**src/rtl/frame_sched_pkg.sv**
```systemverilog
// Shared types and widths for the display-domain frame swap scheduler.
package frame_sched_pkg;

  localparam int STAT_W    = 16;
  localparam int TIMEOUT_W = 24;

  typedef enum logic [1:0] {
    WAIT_FRAME,
    SETTLE,
    START,
    WAIT_PROC
  } sched_state_e;

endpackage

```
**src/rtl/sat_counter.sv**
```systemverilog
// Saturating up-counter: holds at all-ones instead of wrapping.
module sat_counter #(
  parameter int WIDTH = 16
) (
  input  logic             clk_i,
  input  logic             rst_ni,
  input  logic             inc_i,
  output logic [WIDTH-1:0] count_o
);

  logic [WIDTH-1:0] count_q;

  always_ff @(posedge clk_i or negedge rst_ni) begin
    if (!rst_ni) begin
      count_q <= '0;
    end else if (inc_i && (count_q != '1)) begin
      count_q <= count_q + WIDTH'(1);
    end
  end

  assign count_o = count_q;

endmodule

```
**src/rtl/frame_swap_scheduler.sv**
```systemverilog
// Turns camera end-of-frame pulses into vsync-aligned buffer swaps and
// launches/supervises the processing pass on each newly selected frame.
module frame_swap_scheduler
  import frame_sched_pkg::*;
#(
  parameter logic [TIMEOUT_W-1:0] TIMEOUT_CYCLES = 24'd10_000_000
) (
  input  logic              disp_clk_i,
  input  logic              resetn_i,
  input  logic              d_enable_i,
  input  logic              d_cam_frame_end_i,
  input  logic              d_vsync_i,
  input  logic              d_proc_done_i,
  output logic              d_frame_wr_done_o,
  output logic              d_frame_swap_toggle_o,
  output logic              d_proc_start_o,
  output logic              d_busy_o,
  output logic [STAT_W-1:0] d_swap_cnt_o,
  output logic [STAT_W-1:0] d_drop_cnt_o,
  output logic [STAT_W-1:0] d_timeout_cnt_o
);

  localparam logic [TIMEOUT_W-1:0] TMO_LAST = TIMEOUT_CYCLES - TIMEOUT_W'(1);

  sched_state_e         state_q;
  logic                 vs_q;
  logic                 pending_q;
  logic                 pending_d;
  logic                 wr_done_q;
  logic                 toggle_q;
  logic                 start_q;
  logic                 busy_q;
  logic [TIMEOUT_W-1:0] tmo_cnt_q;

  logic rise;
  logic swap;
  logic proc_done;
  logic timeout_hit;
  logic drop;

  assign rise        = d_vsync_i & ~vs_q;
  assign swap        = (state_q == WAIT_FRAME) & rise & pending_q & d_enable_i;
  assign proc_done   = (state_q == WAIT_PROC) & d_proc_done_i;
  assign timeout_hit = (state_q == WAIT_PROC) & ~d_proc_done_i & (tmo_cnt_q == TMO_LAST);
  // A new frame landing in the swap cycle replaces the one being consumed, so it is not a drop.
  assign drop        = d_cam_frame_end_i & pending_q & ~swap;
  assign pending_d   = d_cam_frame_end_i | (pending_q & ~swap);

  always_ff @(posedge disp_clk_i or negedge resetn_i) begin
    if (!resetn_i) begin
      state_q   <= WAIT_FRAME;
      vs_q      <= 1'b0;
      pending_q <= 1'b0;
      wr_done_q <= 1'b0;
      toggle_q  <= 1'b0;
      start_q   <= 1'b0;
      busy_q    <= 1'b0;
      tmo_cnt_q <= '0;
    end else begin
      vs_q      <= d_vsync_i;
      wr_done_q <= d_cam_frame_end_i;
      pending_q <= pending_d;
      start_q   <= 1'b0;
      case (state_q)
        WAIT_FRAME: begin
          if (swap) begin
            toggle_q <= ~toggle_q;
            busy_q   <= 1'b1;
            state_q  <= SETTLE;
          end
        end
        SETTLE: begin
          state_q <= START;
        end
        START: begin
          start_q   <= 1'b1;
          tmo_cnt_q <= '0;
          state_q   <= WAIT_PROC;
        end
        WAIT_PROC: begin
          if (proc_done || timeout_hit) begin
            busy_q  <= 1'b0;
            state_q <= WAIT_FRAME;
          end else begin
            tmo_cnt_q <= tmo_cnt_q + TIMEOUT_W'(1);
          end
        end
        default: begin
          busy_q  <= 1'b0;
          state_q <= WAIT_FRAME;
        end
      endcase
    end
  end

  sat_counter #(.WIDTH(STAT_W)) u_swap_cnt (
    .clk_i   (disp_clk_i),
    .rst_ni  (resetn_i),
    .inc_i   (swap),
    .count_o (d_swap_cnt_o)
  );

  sat_counter #(.WIDTH(STAT_W)) u_drop_cnt (
    .clk_i   (disp_clk_i),
    .rst_ni  (resetn_i),
    .inc_i   (drop),
    .count_o (d_drop_cnt_o)
  );

  sat_counter #(.WIDTH(STAT_W)) u_timeout_cnt (
    .clk_i   (disp_clk_i),
    .rst_ni  (resetn_i),
    .inc_i   (timeout_hit),
    .count_o (d_timeout_cnt_o)
  );

  assign d_frame_wr_done_o     = wr_done_q;
  assign d_frame_swap_toggle_o = toggle_q;
  assign d_proc_start_o        = start_q;
  assign d_busy_o              = busy_q;

endmodule
```
**config.mk**
```make
export PLATFORM = sky130hd
export DESIGN_NAME = frame_swap_scheduler
export DESIGN_NICKNAME = d
export VERILOG_FILES = /design/src/rtl/frame_sched_pkg.sv /design/src/rtl/sat_counter.sv /design/src/rtl/frame_swap_scheduler.sv
export SDC_FILE = /design/constraint.sdc
export NUM_CORES = 1
export LEC_CHECK = 0
export BUFFER_PORTS_ARGS = -buffer_cell sky130_fd_sc_hd__buf_2
export CAP_MARGIN = 20
export CORE_UTILIZATION = 60
export CTS_CLUSTER_SIZE = 16
export DETAILED_ROUTE_END_ITERATION = 10
export GPL_TIMING_DRIVEN = 0
export PLACE_DENSITY = 0.93
export SLEW_MARGIN = 10
export SYNTH_ARGS = -nofsm -noshare
export SYNTH_HDL_FRONTEND = slang
export SYNTH_SLANG_ARGS = --single-unit
export TNS_END_PERCENT = 10
```
**constraint.sdc**
```tcl
create_clock -name disp_clk_i -period 3.8 [get_ports disp_clk_i]
set_clock_uncertainty 0.05 [all_clocks]
set_input_delay 0.57 -clock disp_clk_i [delete_from_list [all_inputs] [get_ports disp_clk_i]]
set_output_delay 0.57 -clock disp_clk_i [all_outputs]
set_load 0.02 [all_outputs]
```
# Word level (Yosys, flattened, before mapping)
# Index checks and enable logic that the tools add are counted.
[totals] word_cells=60 mem_bits_ro=0 ff_bits=80 mem_bits_rw=0 memories=0 latchBits=0
[classes] eq_ne=10 n_bitwise=15 magnitude_cmp=0 addsub=4 n_reduce_logical=11 n_mul=0 shift=0 n_mux=9 n_div=0
[op_table] cell="adder 16 x 1 -> 16 bit (second input constant)" count=3
[op_table] cell="!= test 16 bit (second input constant)" count=3
[op_table] cell="case mux 24 bit (2 select lines)" count=1
[op_table] cell="adder 24 x 1 -> 24 bit (second input constant)" count=1
[op_table] cell="== test 24 bit (second input constant)" count=1
[op_table] cell="2-to-1 mux 24 bit" count=1
[op_table] cell="bitwise AND 1 bit" count=10
[op_table] cell="case mux 2 bit (4 select lines)" count=1
[op_table] cell="AND reduction 2 bit" count=3
[op_table] cell="== test 2 bit (second input constant)" count=2
[op_table] cell="2-to-1 mux 2 bit" count=2
[op_table] cell="!= test 2 bit (second input constant)" count=2
[op_table] cell="inverter 1 bit" count=4
[op_table] cell="nonzero test 2 bit" count=2
[op_table] cell="logical AND 1 bit" count=3
[op_table] cell="2-to-1 mux 1 bit" count=3
[op_table] cell="AND reduction 3 bit" count=1
[op_table] cell="== test 2 x 1 -> 1 bit (second input constant)" count=1
[op_table] cell="zero test 2 bit" count=1
[op_table] cell="!= test 2 x 1 -> 1 bit (second input constant)" count=1
[op_table] cell="case mux 1 bit (2 select lines)" count=1
[op_table] cell="logical OR 1 bit" count=1
[op_table] cell="OR 1 bit" count=1

# Depth between registers and ports, before layout
# Gate-level depths: netlist of run 1.
[logic_depth] ltp_word=8 mapped_depth=8 ltp_nobuf=7

# Modules after synthesis
# Synthesis of run 1 repeated with hierarchy kept, for this count alone.
[unflattened] hier_cells=391 hier_area_um2=4272.8
[by_module_without_submodules] mod="sat_counter" seq_area_each_um2=400.4 cells_each=72 area_each_um2=859.6 n_inst=3
[by_module_without_submodules] mod="frame_swap_scheduler" seq_area_each_um2=800.8 cells_each=175 area_each_um2=1694.1 n_inst=1

# Worst setup path before layout of run 1
# OpenSTA, ideal clock, no wires.
[synth_path] path_kind="register to register" start="reg tmo_cnt_q[0]" end="reg u_timeout_cnt.count_q[15] (netlist: u_timeout_cnt.count_o[15])" setup_time_ns=0.128 setup_slack_ns=1.591 stages_incl_launch_ff=7 arrival_ns=2.032 t_required_ns=3.622 cell_sequence="dfrtp_1 ha_1 nand3_1 or4_4 nor3_4 nand4_1 mux2_1"
[synth_via] elab_chain_cells=3
[synth_lines] element="from (decl)" line_no="frame_swap_scheduler.sv:33" rtl="logic [TIMEOUT_W-1:0] tmo_cnt_q;"
[synth_lines] element="from (signal assigned)" line_no="frame_swap_scheduler.sv:85" rtl="tmo_cnt_q <= tmo_cnt_q + TIMEOUT_W'(1);"
[synth_lines] element="== test 24 bit" line_no="frame_swap_scheduler.sv:44" rtl="assign timeout_hit = (state_q == WAIT_PROC) & ~d_proc_done_i & (tmo_cnt_q == TMO_LAST);"
[synth_lines] element="bitwise AND 1 bit" line_no="frame_swap_scheduler.sv:44"
[synth_lines] element="logical AND 1 bit" line_no="sat_counter.sv:16" rtl="end else if (inc_i && (count_q != '1)) begin"
[synth_lines] element="to (signal assigned)" line_no="sat_counter.sv:17" rtl="count_q <= count_q + WIDTH'(1);"
[synth_lines] element="to (decl)" line_no="sat_counter.sv:11" rtl="logic [WIDTH-1:0] count_q;"
# Every way passes these cells.
# A chain may end at the register's enable or synchronous reset.

# Worst setup path after layout of run 1
# Same ends and word-level chain as after synthesis.

==> impl_metrics.json, run 1 <==
{
  "rows": 29,
  "avgSynthCellArea_um2": 10.4,
  "maxSlewHeadroom": 0.318,
  "finalSetupViolCount": 0,
  "synth-seq-cells": 80,
  "layout.cells.non_filler": 525,
  "p_comb_frac": 0.221,
  "grt_max_degree": 64,
  "power_switching_mw": 0.727,
  "drive_gt1_frac": 0.196,
  "synth-async-reset-ratio": 1.00,
  "insertion_delay_ns": 0.36,
  "synth_warnings": 0,
  "worstReg2RegStart": "tmo_cnt_q[0]",
  "ir_drop_uv": 395,
  "ys_types": 43,
  "routedWlPerCell_um": 15.7,
  "worstPathRequired_ns": 3.99,
  "path_max_fanout": 7,
  "seq_area_frac_synth": 0.513,
  "gr-total-overflow": 0,
  "slew_viol_final": 0,
  "n_antenna_cell": 0,
  "mappedNetlistArea_mm2": 0.00390,
  "timing.final.ws_setup_ns": 1.30,
  "hold_path.class": "input port to async pin",
  "rsz0062_at_grt": "no",
  "grt_pass1_vias": 2874,
  "vias": 3127,
  "fin_nets": 457,
  "ctsHoldBuffers": 0,
  "report.final.hold_viol_count": 0,
  "drt_iter0_drc": 216,
  "rrSetupSlack_ns": 1.30,
  "ant_nets": 0,
  "synth_nets": 388,
  "critPathKind": "flop to flop",
  "die_x_um": 82.7,
  "numPlacedInstances": 509,
  "routed_wirelength_mm": 8.24,
  "drt-pass1-iter-count": 5,
  "startpoint": "tmo_cnt_q[0]",
  "die_y_um": 82.7,
  "yosys-top-cells-area": "dfrtp_1 51%, xnor2_1 6.3%, xor2_1 5.6%",
  "grtUsageTotal": 0.252,
  "status": "complete, no violations",
  "tns_ns": 0,
  "syn_to_final_growth_pct": 16.2,
  "p_per_area_mw_per_mm2": 491,
  "synthTopCellsByCount": "80 x dfrtp_1, 34 x nor2_1, 31 x nand2_1, 29 x nand3_1, 28 x xnor2_1",
  "worstSetupEndpointType": "flop",
  "max_freq_mhz": 400,
  "intPower_mw": 1.50,
  "start_kind": "flop",
  "clock-sinks": 80,
  "min_period_ns": 2.50,
  "dp_hpwl_mm": 5.65,
  "avgViaCountPerCell": 5.96,
  "cts_resized": 0,
  "drc_errors": 0,
  "antenna_found_initial": 0,
  "swShare": 0.326,
  "cts_max_path_buffers": 2,
  "seq_power_share": 0.467,
  "yosys.area.top_type": "dfrtp_1",
  "fin_crit_sh": 0.659,
  "cts_tree": "built",
  "cts_made_buffers": 9,
  "worst_slew_pin_slew_ns": 1.01,
  "yosysMostFrequentCell": "dfrtp_1",
  "ys.flop_type": "dfrtp_1",
  "clockRootBuffer": "clkbuf_8",
  "timing.rr.end": "u_timeout_cnt.count_o[15]",
  "clk_pin_slew_ns": 0.08,
  "dieArea_mm2": 0.00683,
  "grt_pass1_wl_mm": 12.9,
  "cp.arrival_ns": 2.70,
  "yosysTopAreaCellShare": 0.513,
  "dp_worst_setup_slack_ns": 1.34,
  "htreeDepth": 3,
  "clkPwrFrac": 0.313,
  "portBuffers": 57,
  "gp_congestion": 0.842,
  "cts_setup_buffers": 0,
  "netlist_instances": 374,
  "core_mm2": 0.00631,
  "r2r_cells": 6,
  "maxCapViolCount": 0,
  "p_leak_nw": 2.17,
  "synth-edff-count": 0,
  "ios": 58,
  "start_util": 0.618
}
metal layers:
layer | up-vias | global-route usage | part of all wire
met1 | 1532 | 0.326 | 0.44
li1 | 1477 | - | -
met4 | 0 | 0.100 | 0.016
met5 | - | 0 | 0
met2 | 103 | 0.414 | 0.49
met3 | 15 | 0.0505 | 0.046
stage by stage:
stage | instance area (um2) | util | total power, mW | hold WS [ns]
floorplan | 3900 | - | 1.36 | 0.224
global placement | 4290 | 0.679 | 1.51 | 0.414
detailed placement | 4320 | 0.684 | 1.54 | 0.418
CTS | 4540 | 0.719 | 2.24 | 0.0377
global route | 4540 | 0.719 | 2.33 | 0.0465
finish | 4540 | 0.719 | 2.23 | 0.0337
area by class of cell:
class	instances	area, um2
repair buffers	58	315
well taps	77	96.3
clock inverters	5	80.1
clock buffers	11	141
inverters	9	33.8
flip-flops and latches	80	2000
multi-input cells	279	1840
plain buffers	6	31.3
fillers	449	1780
power by group through the flow:
stage	sequential [mW]	clock (mW)	combinational, mW
after floorplan	1.12	0	0.243
after global placement	1.05	0	0.464
after detailed placement	1.05	0	0.495
after CTS	1.04	0.704	0.495
after global routing	1.06	0.734	0.540
final	1.04	0.697	0.492
logic make-up after synthesis:
group,synth area share
flip-flops,0.513
adder cells (fa/ha/maj),0.0256
XOR/XNOR,0.119
buffers and inverters,0.0167
AND/OR/NAND/NOR,0.248
multiplexers,0.0311
AO/OA/AOI/OAI,0.0471
critical path: stages, from the launching register on:
cell and delay, ns:
dfrtp_1 0.41, ha_1 0.23, nand3_1 0.24, or4_4 0.65, nor3_4 0.35, nand4_1 0.15, mux2_1 0.32
sequential cells by signal, indices dropped and copies added (netlist names):
signal                 flops
u_swap_cnt.count_o        16
state_q                    2
d_busy_o                   1
d_frame_wr_done_o          1
u_timeout_cnt.count_o     16
tmo_cnt_q                 24
u_drop_cnt.count_o        16
d_proc_start_o             1
d_frame_swap_toggle_o      1
pending_q                  1
vs_q                       1
layout by cell type, fill, tap and decap left out, drive strengths merged, types with 2 or more instances in the layout:
master and count:
nand3 30, dfrtp 80, mux2i 2, and4 4, ha 8, nor4b 2
o41ai 2, and3 14, nand3b 2, nor4 9, inv 9, clkinvlp 2
o31ai 2, or4 3, mux2 9, o211ai 4, nand2 31, o21ai 10
nor2b 3, and2 3, o311ai 2, nor3 9, buf 60, xor2 25
xnor2 28, bufinv 2, clkbuf 15, nand4 27, a21oi 5, nand2b 4
nor2 34
how the worst max path moves through the flow:
stage	cells past startpoint	endpoint	slack, ns
finish	6	u_timeout_cnt.count_o[15]	1.30
global route	7	u_timeout_cnt.count_o[3]	1.16
global placement	6	u_timeout_cnt.count_o[15]	1.41
floorplan	6	u_timeout_cnt.count_o[15]	1.59
CTS	6	u_timeout_cnt.count_o[15]	1.33
detailed placement	6	u_timeout_cnt.count_o[15]	1.34
Note: power is estimated with default switching activity, not from simulation.
==> run 2, diff against run 1 <==
- CORE_UTILIZATION: 60 -> 51
- PLACE_DENSITY: 0.93 -> 0.85
- clock period: 3.8 -> 2.09 ns (I/O delays scaled with it)
==> impl_metrics.json, run 2 (synthesis results as in run 1) <==
{
  "rsz0062_at_grt": "yes",
  "crit_chain": "ha_4 -> nand3_4 -> or4_4 -> nor3_4 -> nand4_1 -> mux2_1",
  "grt_pass1_vias": 2977,
  "start_kind": "flop",
  "grtUsageTotal": 0.220,
  "core_mm2": 0.00733,
  "insertion_delay_ns": 0.34,
  "n_antenna_cell": 0,
  "critPathSlowestCell": "or4_4",
  "portBuffers": 57,
  "cts_max_path_buffers": 2,
  "p_leak_nw": 2.22,
  "dieArea_mm2": 0.00801,
  "critPathKind": "flop to flop",
  "layout.cells.non_filler": 548,
  "largest_reg_flops": 24,
  "avgViaCountPerCell": 5.69,
  "gp_congestion": 0.823,
  "clk_pin_slew_ns": 0.08,
  "cp.arrival_ns": 2.31,
  "drt_iter0_drc": 165,
  "hold_path.class": "input port to flop",
  "grt_pass1_wl_mm": 13.4,
  "r2r_cells": 6,
  "ios": 58,
  "min_delay_path_depth": 1,
  "start_util": 0.533,
  "worstSetupEndpointType": "flop",
  "rrSetupSlack_ns": -0.04,
  "maxCapViolCount": 0,
  "max_freq_mhz": 470,
  "min_to": "vs_q",
  "timing.final.ws_setup_ns": -0.0362,
  "dp_worst_setup_slack_ns": -0.265,
  "syn_to_final_growth_pct": 20.3,
  "die_x_um": 89.5,
  "finalSetupViolCount": 8,
  "gr-total-overflow": 0,
  "regMostFlops": "tmo_cnt_q",
  "worstReg2RegStart": "tmo_cnt_q[0]",
  "ir_drop_uv": 740,
  "maxSlewHeadroom": 0.565,
  "grt_max_degree": 56,
  "routed_wirelength_mm": 8.23,
  "worst_slew_pin_slew_ns": 0.648,
  "die_y_um": 89.5,
  "dp_hpwl_mm": 5.61,
  "drt-pass1-iter-count": 4,
  "clockRootBuffer": "clkbuf_8",
  "cts_made_buffers": 9,
  "status": "finished, violations left",
  "vias": 3117,
  "drive_gt1_frac": 0.254,
  "holdWs_ns": 0.0420,
  "violations": "setup timing",
  "slew_viol_final": 0,
  "total_power_mw": 3.85,
  "numPlacedInstances": 531,
  "cts_tree": "built",
  "fin_nets": 460,
  "p_per_area_mw_per_mm2": 821,
  "mostFrequentLayoutCells": "77 x dfrtp_1, 57 x buf_2, 30 x nand2_1",
  "antenna_found_initial": 0,
  "worstPathRequired_ns": 2.27,
  "max_stage_delay_ns": 0.53,
  "timing.rr.end": "u_timeout_cnt.count_o[15]",
  "htreeDepth": 3,
  "clock-sinks": 80,
  "fin_crit_sh": 1.02,
  "ant_nets": 0,
  "drc_errors": 0,
  "min_period_ns": 2.13,
  "report.final.hold_viol_count": 0,
  "rows": 31,
  "layout_commonest_cell": "dfrtp_1",
  "routedWlPerCell_um": 15.0,
  "path_max_fanout": 7,
  "hp-start": "d_vsync_i"
}
run 2: cell count changes in the layout (fill, tap and decap cells not counted), moves of 3 or more:
cell and delta:
buf_4 +3, clkbuf_1 -3, dfrtp_1 -3, dfrtp_2 +3, ha_1 -3, nor2_1 -6, nor2_2 +5, nor4_1 -4
nor4_4 +3
run 2: critical path: cells and delay by family, from the launching register on:
family / cells / cell delay [ns]
flops: 1 / 0.43
simple gates: 4 / 1.04
mux: 1 / 0.32
fa+ha+maj: 1 / 0.17
run 2: what timing repair did:
item                       4_1_cts  5_1_grt
pin swaps                        5        4
cloned                           0        0
hold buffers                     1        0
setup endpoints to repair       46       59
setup buffers                    1        1
resized for setup               15       24
hold endpoints to repair        25        0
run 2: how the worst max path moves through the flow:
stage | from | slack [ns] | end | cells after the start
after floorplan | state_q[0] | 0.03 | u_swap_cnt.count_o[11] | 7
after global placement | state_q[0] | -0.18 | u_swap_cnt.count_o[11] | 7
after detailed placement | state_q[0] | -0.26 | u_swap_cnt.count_o[11] | 7
after CTS | state_q[1] | -0.11 | u_drop_cnt.count_o[9] | 6
after global routing | tmo_cnt_q[1] | -0.13 | u_timeout_cnt.count_o[15] | 6
final | tmo_cnt_q[0] | -0.04 | u_timeout_cnt.count_o[15] | 6
run 2: power by group:
group          switching, mW  internal [mW]
Clock                  0.525          0.481
Combinational          0.600          0.351
Sequential             0.187           1.71
Total                   1.31           2.54
run 2: metal layers:
metal,up-vias,routed length [um],global-route usage,part of all wire
met5,-,0,0,0
met3,12,335,0.0609,0.041
met2,74,4210,0.368,0.51
met4,0,99,0.0664,0.012
li1,1485,-,-,-
met1,1546,3590,0.278,0.44
run 2: area by class of cell:
type / count / area (um2)
buffer: 6 / 36.3
clock buffer: 11 / 151
clock inverter: 3 / 18.8
fill: 564 / 2640
inverter: 9 / 33.8
multi-input combinational: 279 / 1980
sequential: 80 / 2010
tap: 99 / 124
timing repair buffer: 61 / 340
run 2: metrics by stage:
step | utilization | instance area [um2] | TNS, ns
2_1_floorplan | - | 3910 | 0
3_3_place_gp | 0.589 | 4320 | -2.05
3_5_place_dp | 0.593 | 4350 | -5.52
4_1_cts | 0.626 | 4590 | -1.23
5_1_grt | 0.640 | 4690 | -2.55
6_report | 0.640 | 4690 | -0.135
==> run 3, diff against run 2 <==
- CORE_UTILIZATION: 51 -> 52
- PLACE_DENSITY: 0.85 -> 0.86
- SYNTH_HIERARCHICAL: default -> 1
==> impl_metrics.json, run 3 <==
{
  "hp-start": "d_vsync_i",
  "yosys.area.top_type": "dfrtp_1",
  "grtUsageTotal": 0.240,
  "r2r_cells": 9,
  "ys_types": 56,
  "synth_warnings": 6,
  "rrSetupSlack_ns": -0.34,
  "timing.final.ws_setup_ns": -0.343,
  "slew_viol_final": 0,
  "regMostFlops": "tmo_cnt_q",
  "min_to": "vs_q",
  "holdWs_ns": 0.0207,
  "clockRootBuffer": "clkbuf_8",
  "cts_max_path_buffers": 2,
  "max_freq_mhz": 411,
  "maxSlewHeadroom": 0.647,
  "avgViaCountPerCell": 6.22,
  "fin_crit_sh": 1.16,
  "tns_ns": -3.79,
  "hold_path.class": "input port to flop",
  "syn_to_final_growth_pct": 21.4,
  "synthTopCellsByCount": "80 x dfrtp_1, 31 x nand2_1, 28 x nand4_1, 27 x nand3_1",
  "antenna_found_initial": 0,
  "min_period_ns": 2.43,
  "synth-async-reset-ratio": 1.00,
  "insertion_delay_ns": 0.36,
  "seq_area_frac_synth": 0.469,
  "cts_made_buffers": 9,
  "ir_drop_uv": 802,
  "clock-sinks": 80,
  "yosys-top-cells-area": "dfrtp_1 47%, nand4_1 4.1%, xnor2_1 3.5%",
  "timing.rr.end": "u_timeout_cnt/count_o[9]",
  "drive_gt1_frac": 0.330,
  "p_leak_nw": 2.40,
  "layout_commonest_cell": "dfrtp_1",
  "gr-total-overflow": 0,
  "htreeDepth": 3,
  "start_kind": "flop",
  "worstSetupEndpointType": "flop",
  "worstPathRequired_ns": 2.29,
  "rsz0062_at_grt": "yes",
  "finalSetupViolCount": 20,
  "drc_errors": 0,
  "n_antenna_cell": 0,
  "dieArea_mm2": 0.00858,
  "clk_pin_slew_ns": 0.09,
  "min_delay_path_depth": 1,
  "worst_slew_pin_slew_ns": 0.529,
  "violations": "setup timing",
  "path_max_fanout": 3,
  "routed_wirelength_mm": 9.63,
  "synth_nets": 405,
  "start_util": 0.544,
  "ys.flop_type": "dfrtp_1",
  "largest_reg_flops": 24,
  "routedWlPerCell_um": 16.7,
  "p_per_area_mw_per_mm2": 794,
  "die_y_um": 92.6,
  "fin_nets": 485,
  "synth-edff-count": 0,
  "cp.arrival_ns": 2.63,
  "core_mm2": 0.00785,
  "vias": 3594,
  "status": "finished, violations left",
  "grt_pass1_wl_mm": 16.2,
  "synth-seq-cells": 80,
  "netlist_instances": 391,
  "grt_max_degree": 46,
  "portBuffers": 57,
  "drt-pass1-iter-count": 5,
  "avgSynthCellArea_um2": 10.9,
  "yosysTopAreaCellShare": 0.469,
  "critPathKind": "flop to flop",
  "maxCapViolCount": 0,
  "mostFrequentLayoutCells": "75 x dfrtp_1, 57 x buf_2, 28 x nand4_1",
  "ios": 58,
  "fin_util": 0.661,
  "cts_tree": "built",
  "rows": 32,
  "report.final.hold_viol_count": 0,
  "die_x_um": 92.6,
  "ant_nets": 0,
  "mappedNetlistArea_mm2": 0.00427,
  "grt_pass1_vias": 3406,
  "dp_hpwl_mm": 6.30,
  "worstReg2RegStart": "tmo_cnt_q[7]",
  "dp_worst_setup_slack_ns": -0.467,
  "drt_iter0_drc": 207,
  "yosysMostFrequentCell": "dfrtp_1",
  "gp_congestion": 0.879
}
run 3: changes by cell type after synthesis, sizes merged, moves of 4 or more:
cell,change
a21oi,+12
a31oi,+10
and3,-4
and4,+5
mux2,-5
nand4,+8
nor2,-16
o211ai,+4
o21a,+15
o31ai,+5
or4,+6
xnor2,-11
xor2,-19
run 3: routing by layer:
| metal | vias up | global-route usage | share of wire |
|---|---|---|---|
| met5 | - | 0 | 0 |
| met4 | 0 | 0.110 | 0.029 |
| met3 | 28 | 0.0542 | 0.053 |
| met2 | 131 | 0.369 | 0.48 |
| met1 | 1757 | 0.325 | 0.44 |
| li1 | 1678 | - | - |
run 3: layout make-up:
| class | instances | area [um2] |
|---|---|---|
| fill | 613 | 2660 |
| multi-input combinational | 299 | 2390 |
| sequential | 80 | 2010 |
| timing repair buffer | 70 | 419 |
| clock buffer | 12 | 145 |
| tap | 102 | 128 |
| clock inverter | 4 | 52.6 |
| buffer | 5 | 22.5 |
| inverter | 6 | 22.5 |
run 3: cells by family after synthesis:
logic type                 after synthesis  synth area share
muxes                                    6            0.0161
adders and majority gates                8            0.0234
DFF                                     80             0.469
buffers and inverters                   12            0.0111
and+or+nand+nor                        178             0.289
AOI/OAI and AO/OA                       84             0.144
xor gates and xnor gates                23            0.0471
run 3: where the power goes:
group          switching, mW  internal, mW  total (mW)  leakage, nW
Clock                  0.581         0.590        1.17        0.101
Sequential             0.209          1.70        1.91         1.07
Combinational          0.646         0.390        1.04         1.23
Total                   1.44          2.68        4.12         2.40
run 3: worst max path at each step:
stage,start,end,cells past startpoint
finish,tmo_cnt_q[7],u_timeout_cnt/count_o[9],9
global route,tmo_cnt_q[7],u_timeout_cnt/count_o[7],8
CTS,tmo_cnt_q[7],u_timeout_cnt/count_o[14],8
detailed placement,tmo_cnt_q[7],u_timeout_cnt/count_o[10],8
global placement,tmo_cnt_q[7],u_timeout_cnt/count_o[14],8
floorplan,tmo_cnt_q[7],u_timeout_cnt/count_o[5],8
run 3: what timing repair did:
| item | 4_1_cts | 5_1_grt |
|---|---|---|
| hold buffers | 1 | 0 |
| hold endpoints to repair | 35 | 0 |
| pin swaps | 14 | 5 |
| endpoints found under the setup margin | 42 | 61 |
| gates resized for setup | 25 | 28 |
| gates cloned | 0 | 0 |
| buffers inserted | 7 | 4 |
run 3: through the flow:
| stage | std cells | area (um2) | power (mW) |
|---|---|---|---|
| after detailed placement | 551 | 4730 | 2.89 |
| after global placement | 550 | 4700 | 2.85 |
| after floorplan | 391 | 4290 | 2.55 |
| final | 578 | 5190 | 4.12 |
| after CTS | 575 | 5060 | 4.09 |
| after global routing | 578 | 5190 | 4.34 |
run 3: worst max-delay path, stage by stage, from the launching register on:
cell     delay (ns)
dfrtp_1        0.40
or3b_1         0.37
or4_4          0.45
nor3_4         0.23
buf_6          0.15
and3_4         0.21
buf_4          0.11
buf_6          0.09
nand4_1        0.10
xnor2_1        0.16
